==> config.mk <==
export PLATFORM = sky130hd
export DESIGN_NAME = seg7_scan_display
export DESIGN_NICKNAME = d
export VERILOG_FILES = /design/src/rtl/seg7_scan_display.sv
export SDC_FILE = /design/constraint.sdc
export NUM_CORES = 1
export LEC_CHECK = 0
export ABC_AREA = 1
export BUFFER_PORTS_ARGS = -buffer_cell sky130_fd_sc_hd__buf_2
export CAP_MARGIN = 20
export CORE_MARGIN = 1
export CORE_UTILIZATION = 64
export CTS_CLUSTER_SIZE = 12
export DETAILED_ROUTE_END_ITERATION = 10
export GPL_TIMING_DRIVEN = 0
export MAX_ROUTING_LAYER = met4
export PLACE_DENSITY = 0.84
export REMOVE_ABC_BUFFERS = 1
export SYNTH_ARGS = -nofsm -noshare
export SYNTH_HDL_FRONTEND = slang
export SYNTH_SLANG_ARGS = --single-unit
==> constraint.sdc <==
create_clock -name CLKIN -period 2.97 [get_ports CLKIN]
set_clock_uncertainty 0.1 [all_clocks]
set_input_delay 0.1485 -clock CLKIN [delete_from_list [all_inputs] [get_ports CLKIN]]
set_output_delay 0.1485 -clock CLKIN [all_outputs]
set_load 0.01 [all_outputs]
==> src/rtl/seg7_scan_display.sv <==
`timescale 1ns/1ps
// Multiplexed 7-segment driver: binary in over valid/ready, sequential double-dabble to BCD,
// scanned common-anode output. Optional hex bypass enabled by defining SEG7_HEX_MODE_EN.
module seg7_scan_display #(
    parameter int WIDTH    = 8,
    parameter int NDIGITS  = 4,
    parameter int SCAN_DIV = 512,
    parameter int BLANK_LZ = 1
) (
    input  logic               CLKIN,
    input  logic               RESET_N,
    input  logic [WIDTH-1:0]   DATA,
    input  logic [NDIGITS-1:0] DP,
    input  logic               DATA_VALID,
`ifdef SEG7_HEX_MODE_EN
    input  logic               HEX,
`endif
    output logic               DATA_READY,
    output logic [7:0]         SEG,
    output logic [NDIGITS-1:0] SEL
);

    // ceil(WIDTH*0.302 + 1) in integer arithmetic; never narrower than the display
    localparam int BCD_NIB = (WIDTH * 302 + 1999) / 1000;
    localparam int ACC_NIB = (BCD_NIB > NDIGITS) ? BCD_NIB : NDIGITS;
    localparam int ACC_W   = 4 * ACC_NIB;
    localparam int CNT_W   = $clog2(WIDTH);
    localparam int IDX_W   = (NDIGITS > 1) ? $clog2(NDIGITS) : 1;
    localparam int DIV_W   = $clog2(SCAN_DIV);

    typedef enum logic {S_IDLE, S_CONV} state_t;

    state_t               state_q, state_d;
    logic [WIDTH-1:0]     bin_q, bin_d;
    logic [ACC_W-1:0]     bcd_q, bcd_d;
    logic [CNT_W-1:0]     cnt_q, cnt_d;
    logic [NDIGITS-1:0]   dp_pend_q, dp_pend_d;
    logic [4*NDIGITS-1:0] disp_q, disp_d;
    logic [NDIGITS-1:0]   dp_q, dp_d;
    logic                 ovf_q, ovf_d;
    logic [DIV_W-1:0]     div_q, div_d;
    logic [IDX_W-1:0]     idx_q, idx_d;
    logic [7:0]           seg_q, seg_d;
    logic [NDIGITS-1:0]   sel_q, sel_d;

    logic [ACC_W-1:0]     bcd_adj;
    logic [ACC_W-1:0]     bcd_shift;
    logic [NDIGITS-1:0]   blank;
    logic [3:0]           cur_nib;
    logic                 cur_dp;
    logic                 cur_blank;
`ifdef SEG7_HEX_MODE_EN
    logic [ACC_W-1:0]     hex_ext;
`endif

    function automatic logic nib_ovf(input logic [ACC_W-1:0] v);
        logic r;
        r = 1'b0;
        for (int n = NDIGITS; n < ACC_NIB; n++) begin
            if (v[4*n +: 4] != 4'd0) r = 1'b1;
        end
        return r;
    endfunction

    // Segments {g,f,e,d,c,b,a}, active low
    function automatic logic [6:0] enc7(input logic [3:0] n);
        logic [6:0] s;
        case (n)
            4'd0: s = 7'h40;
            4'd1: s = 7'h79;
            4'd2: s = 7'h24;
            4'd3: s = 7'h30;
            4'd4: s = 7'h19;
            4'd5: s = 7'h12;
            4'd6: s = 7'h02;
            4'd7: s = 7'h78;
            4'd8: s = 7'h00;
            4'd9: s = 7'h10;
`ifdef SEG7_HEX_MODE_EN
            4'd10: s = 7'h08;
            4'd11: s = 7'h03;
            4'd12: s = 7'h46;
            4'd13: s = 7'h21;
            4'd14: s = 7'h06;
            4'd15: s = 7'h0E;
`endif
            default: s = 7'h7F;
        endcase
        return s;
    endfunction

    genvar gi;
    generate
        for (gi = 0; gi < ACC_NIB; gi++) begin : g_adj
            assign bcd_adj[gi*4 +: 4] = (bcd_q[gi*4 +: 4] >= 4'd5) ?
                                        bcd_q[gi*4 +: 4] + 4'd3 : bcd_q[gi*4 +: 4];
        end
    endgenerate

    assign bcd_shift  = ACC_W'({bcd_adj, bin_q[WIDTH-1]});
    assign DATA_READY = (state_q == S_IDLE);

    always_comb begin
        state_d   = state_q;
        bin_d     = bin_q;
        bcd_d     = bcd_q;
        cnt_d     = cnt_q;
        dp_pend_d = dp_pend_q;
        disp_d    = disp_q;
        dp_d      = dp_q;
        ovf_d     = ovf_q;
`ifdef SEG7_HEX_MODE_EN
        hex_ext   = '0;
        hex_ext[WIDTH-1:0] = DATA;
`endif
        case (state_q)
            S_IDLE: begin
                if (DATA_VALID) begin
`ifdef SEG7_HEX_MODE_EN
                    if (HEX) begin
                        disp_d = hex_ext[4*NDIGITS-1:0];
                        dp_d   = DP;
                        ovf_d  = nib_ovf(hex_ext);
                    end else
`endif
                    begin
                        state_d   = S_CONV;
                        bin_d     = DATA;
                        bcd_d     = '0;
                        cnt_d     = CNT_W'(WIDTH - 1);
                        dp_pend_d = DP;
                    end
                end
            end
            S_CONV: begin
                bin_d = {bin_q[WIDTH-2:0], 1'b0};
                bcd_d = bcd_shift;
                // The last shift goes straight into the display so READY returns with it
                if (cnt_q == '0) begin
                    state_d = S_IDLE;
                    disp_d  = bcd_shift[4*NDIGITS-1:0];
                    dp_d    = dp_pend_q;
                    ovf_d   = nib_ovf(bcd_shift);
                end else begin
                    cnt_d = cnt_q - 1'b1;
                end
            end
            default: state_d = S_IDLE;
        endcase
    end

    always_comb begin
        logic run;
        run   = 1'b1;
        blank = '0;
        for (int i = NDIGITS - 1; i >= 0; i--) begin
            run = run && (disp_q[4*i +: 4] == 4'd0);
            if (BLANK_LZ != 0 && i != 0) blank[i] = run;
        end
    end

    always_comb begin
        div_d     = (div_q == DIV_W'(SCAN_DIV - 1)) ? '0 : div_q + 1'b1;
        idx_d     = idx_q;
        if (div_q == DIV_W'(SCAN_DIV - 1)) begin
            idx_d = (idx_q == IDX_W'(NDIGITS - 1)) ? '0 : idx_q + 1'b1;
        end
        cur_nib   = 4'd0;
        cur_dp    = 1'b0;
        cur_blank = 1'b0;
        sel_d     = '1;
        for (int i = 0; i < NDIGITS; i++) begin
            if (idx_q == IDX_W'(i)) begin
                cur_nib   = disp_q[4*i +: 4];
                cur_dp    = dp_q[i];
                cur_blank = blank[i];
                sel_d[i]  = 1'b0;
            end
        end
        if (ovf_q)          seg_d = {~cur_dp, 7'h3F};
        else if (cur_blank) seg_d = {~cur_dp, 7'h7F};
        else                seg_d = {~cur_dp, enc7(cur_nib)};
    end

    always_ff @(posedge CLKIN or negedge RESET_N) begin
        if (!RESET_N) begin
            state_q   <= S_IDLE;
            bin_q     <= '0;
            bcd_q     <= '0;
            cnt_q     <= '0;
            dp_pend_q <= '0;
            disp_q    <= '0;
            dp_q      <= '0;
            ovf_q     <= 1'b0;
            div_q     <= '0;
            idx_q     <= '0;
            seg_q     <= 8'hFF;
            sel_q     <= '1;
        end else begin
            state_q   <= state_d;
            bin_q     <= bin_d;
            bcd_q     <= bcd_d;
            cnt_q     <= cnt_d;
            dp_pend_q <= dp_pend_d;
            disp_q    <= disp_d;
            dp_q      <= dp_d;
            ovf_q     <= ovf_d;
            div_q     <= div_d;
            idx_q     <= idx_d;
            seg_q     <= seg_d;
            sel_q     <= sel_d;
        end
    end

    assign SEG = seg_q;
    assign SEL = sel_q;

endmodule
Word-level counts from Yosys, hierarchy flattened --
Memory sizes are Yosys's and may differ from the RTL's. Index checks and enable logic that the tools add are counted.
Operators by class: eq/ne operators 6, muxes and demuxes 32, add/subtract/negate cells 7, bitwise logic cells 2, reductions and logical operators 10, magnitude comparators 4
Operators with widths (count):
- $pmux W16 S2 | 1
- $mux W4 | 7
- $ge A4 B3 Y1 const B | 4
- $mux W16 | 1
- $pmux W8 S2 | 1
- $mux W1 | 13
- $add A4 B2 Y4 const B | 3
- $logic_not A4 Y1 | 3
- $add A9 B1 Y9 const B | 1
- $eq A9 B9 Y1 const B | 1
- $mux W3 | 3
- $mux W9 | 1
- $mux W8 | 1
- $mux W7 | 1
- $pmux W3 S2 | 1
- $reduce_and A2 Y1 | 3
- $eq A2 B2 Y1 const B | 2
- $ne A2 B2 Y1 const B | 2
- $add A3 B2 Y3 const B | 1
- $logic_not A3 Y1 | 1
- $sub A3 B1 Y3 const B | 1
- $add A2 B1 Y2 const B | 1
- $eq A2 B1 Y1 const B | 1
- $logic_and A1 B1 Y1 | 2
- other kinds (4) | 5
Word-level totals: memories 1, bits of input ports 15, bits in registers 75, logic and storage cells 73, bits in read-only memories 112, output and inout port bits 13
Memories:
- (no name shown) | depth 16, bits a word 7, rd ports 1, clocked after memory_dff 0, wr ports 0, RTL line 68 | case (n)

Depth between registers and ports, before layout --
depth in word-level cells 7, mapped depth 14, depth with buffers taken out 14

Worst setup path before layout --
Ideal clock, no wire load.
path type register to register, start point reg idx_q[0], end point reg seg_q[3] (netlist: SEG[3]), setup slack 1173 ps, clock period less this slack 1797 ps, path buffers 0, arrival 1636 ps, required time 2810 ps, setup time 60 ps, cell stages (with the launch flop) 14, path through dfrtp_1 > inv_1 > ha_1 > inv_2 > nand3_1 > nand2_1 > nand2_4 > inv_1 > ha_1 > inv_1 > nand2_1 > nand2_1 > nand2_1 > nand2_1
Between the ends: word-level cells in the longest chain between the ends 7, elaborated cells between the ends (all ways) 13, classes of those cells eq/ne: 3; mux: 8; reduce/logical: 1; memory: 1
Ends and longest elaborated chain:
- from (decl) | RTL line 42 | logic [IDX_W-1:0] idx_q, idx_d;
- from (signal assigned) | RTL line 209 | idx_q <= idx_d;
- $logic_not A2 Y1 | RTL line 173 | if (idx_q == IDX_W'(i)) begin
- $mux W4 (4 in a row) | RTL line 173
- $mem_v2 Z16 W7
- $mux W7 (*) | RTL line 181 | else if (cur_blank) seg_d = {~cur_dp, 7'h7F};
- via seg_d[3] | RTL line 43 | logic [7:0] seg_q, seg_d;
- to (signal assigned) | RTL line 210 | seg_q <= seg_d;
- to (decl) | RTL line 43
The timed path passes the listed nets; every way through them passes the cells marked *. A chain may end at the register's enable or synchronous reset.

Final worst setup path --
Same ends and word-level chain as after synthesis.

==> flow_summary.json <==
{
  "status": "finished, final reports clean",
  "slew_headroom": 0.402,
  "ctsHtreeMaxLevel": 3,
  "placed_cells": 483,
  "drt_iter0_drc": 148,
  "die_w_um": 76.4,
  "worst_slew_pin_slew_ns": 0.898,
  "dr.pass1.iters": 4,
  "cts_buffer_depth": 2,
  "placed_area_um2": 3730,
  "place_congestion": 0.848,
  "io_pins": 28,
  "synth-edff-count": 0,
  "critPathTopFamily": "adder cells",
  "p_per_area_nw_per_um2": 1000,
  "grt_usage": 0.275,
  "initial_core_util": 0.680,
  "yosysTopAreaCell": "dfrtp_1",
  "rsz0062_at_grt": "no",
  "core_area_um2": 5200,
  "final_max_slew_viol_count": 0,
  "ys_ff_latch": 75,
  "synth_area_per_cell_um2": 8.96,
  "netlist_top_cells_area": "dfrtp_1, nand2_1, dfstp_2",
  "end_kind": "flop",
  "post-cts-setup-buffers": 0,
  "overflow": 0,
  "portBuffers": 27,
  "worstSetupStartpointType": "flop",
  "path_max_fanout": 7,
  "drt_wl_total_um": 6620,
  "antenna_found_initial": 0,
  "diodes": 0,
  "crit_type": "flop to flop",
  "fmax_ghz": 0.490,
  "drc_errors": 0,
  "wl_per_cell_um": 12.9,
  "cp_num_buf_inv": 4,
  "synth_warnings": 0,
  "layout-drive-gt1-share": 0.170,
  "root_buffer": "clkbuf_8",
  "hold_viol_final": 0,
  "die_h_um": 76.4,
  "cts.clk_slew.worst_paths_ns": 0.07,
  "synthCells": 395,
  "cp_common_cell": "nand2_1",
  "synth.cell_area_um2": 3540,
  "yosys-top-cells-count": "nand2_1, dfrtp_1, inv_1",
  "crit_slowest_cell": "dfrtp_1",
  "grt_pass1_vias": 2815,
  "grt_max_degree": 76,
  "final_nets": 469,
  "clock-sinks": 75,
  "synth-main-ff-cell": "dfrtp_1",
  "max-cap-violations": 0,
  "setup_viol": 0,
  "crit_required_ns": 3.16,
  "dieArea_um2": 5830,
  "antenna_left": 0,
  "dp_hpwl_um": 4440,
  "tritoncts.num_buffers": 9,
  "synthArstFlopShare": 1.00,
  "synth_most_common_cell": "nand2_1",
  "clkLatencyLatePin_ns": 0.36,
  "power_uw": 4090,
  "syn2layout_area_growth_pct": 15.2,
  "final_cells": 512,
  "finalCritPeriodShare": 0.686,
  "irDropWorstVdd_v": 0.000663,
  "hold_slack_ns": 0.0410,
  "route.vias.total": 2719,
  "slowest_delay_ns": 0.41,
  "synth_cell_types": 32,
  "final_cell_area_um2": 4080,
  "crit_path_cell_trace": "inv_1 > ha_1 > inv_2 > nand3_1 > nand2_1 > nand2_4 > inv_1 > ha_1 > inv_1 > nand2_1 > nand2_1 > nand2_1 > nand2_1",
  "synthDominantCellAreaShare": 0.445,
  "yosysSeqAreaShare": 0.534,
  "min_period_ns": 2.04,
  "reg2reg_slack_ns": 0.93,
  "cts_tree": "built",
  "grt_pass1_wl_um": 12000,
  "worstHoldPathType": "input port to flop",
  "arrival_ns": 2.23,
  "fin_setup_tns_ns": 0,
  "row_count": 26,
  "leakage_uw": 0.00208,
  "via_per_inst": 5.31
}
[where the power goes]
part / total [µW] / internal, µW / switching [µW]
Sequential: 1670 / 1450 / 225
Clock: 847 / 471 / 376
Combinational: 1570 / 586 / 987
[tightest hold or removal path, stage by stage]
cell and delay [ns]:
buf_2 0.14, nand2_1 0.09, nand3_1 0.08
[final cells by class]
class,count,area [µm²]
clock buffers,9,124
clock inverters,7,92.6
fillers,363,1120
inverters,51,194
multi-input cells,259,1410
flip-flops and latches,75,1890
well taps,70,87.6
repair buffers,41,283
[flip-flops by register name, summed over array words and instances (netlist names)]
name	cells
idx_q	2
div_q	9
SEG	8
disp_q	16
SEL	4
bcd_q	16
dp_pend_q	4
state_q	1
cnt_q	3
bin_q	8
dp_q	4
[cell families (layout without fill, tap and decap cells)]
group | after synthesis | after routing | synth area share
compound gates | 81 | 81 | 0.128
xor+xnor | 7 | 7 | 0.0173
simple gates | 154 | 154 | 0.193
fa+ha+maj | 17 | 17 | 0.0601
flops | 75 | 75 | 0.534
buf+inv | 61 | 108 | 0.0682
[final timing paths]
check / from / end / cells past startpoint
setup / recovery: idx_q[0]$_DFFE_PN0N_ / SEG[3]$_DFF_PN1_ / 13
hold / removal: DATA_VALID / cnt_q[2]$_DFFE_PN0P_ / 3
setup reg to reg: idx_q[0]$_DFFE_PN0N_ / SEG[3]$_DFF_PN1_ / 13
hold reg to reg: dp_q[3]$_DFFE_PN0P_ / SEG[7]$_DFF_PN1_ / 1
max in group asynchronous: RESET_N / disp_q[7]$_DFFE_PN0P_ / 2
min in group asynchronous: RESET_N / bcd_q[11]$_DFFE_PN0P_ / 2
[metal layers]
metal / wire (µm) / global-route usage / vias to the layer above
met4: 48 / 0.0846 / 0
met1: 2820 / 0.311 / 1292
met3: 289 / 0.0934 / 5
li1: - / - / 1368
met2: 3470 / 0.460 / 54
met5: 0 / - / -
[placed cells by master, fill, tap and decap left out, types with 3 or more instances in the layout]
cell type	instances
o21ai_0	42
dfstp_2	12
nand2_1	99
xor2_1	7
o22ai_1	16
ha_1	17
a21oi_1	14
buf_2	26
inv_1	45
o211ai_1	3
nand2_2	3
nand3_1	14
inv_2	4
clkinv_2	3
clkbuf_8	9
dlygate4sd3_1	13
nor3b_1	3
nand2_4	3
dfrtp_1	63
nor3_1	5
nor2_1	18
or2_2	4
[per-stage QoR]
| step | setup WS, ns | util |
|---|---|---|
| floorplan | 1.04 | - |
| global placement | 0.672 | 0.714 |
| detailed placement | 0.968 | 0.717 |
| CTS | 0.935 | 0.784 |
| global route | 0.726 | 0.784 |
| finish | 0.931 | 0.784 |
[repair_timing]
action / CTS / global route
endpoints found under the hold margin: 75 / 0
resized for setup: 0 / 0
setup endpoints to repair: 0 / 0
hold buffers: 13 / 0
No activity file was read; power rests on OpenSTA's default activity.
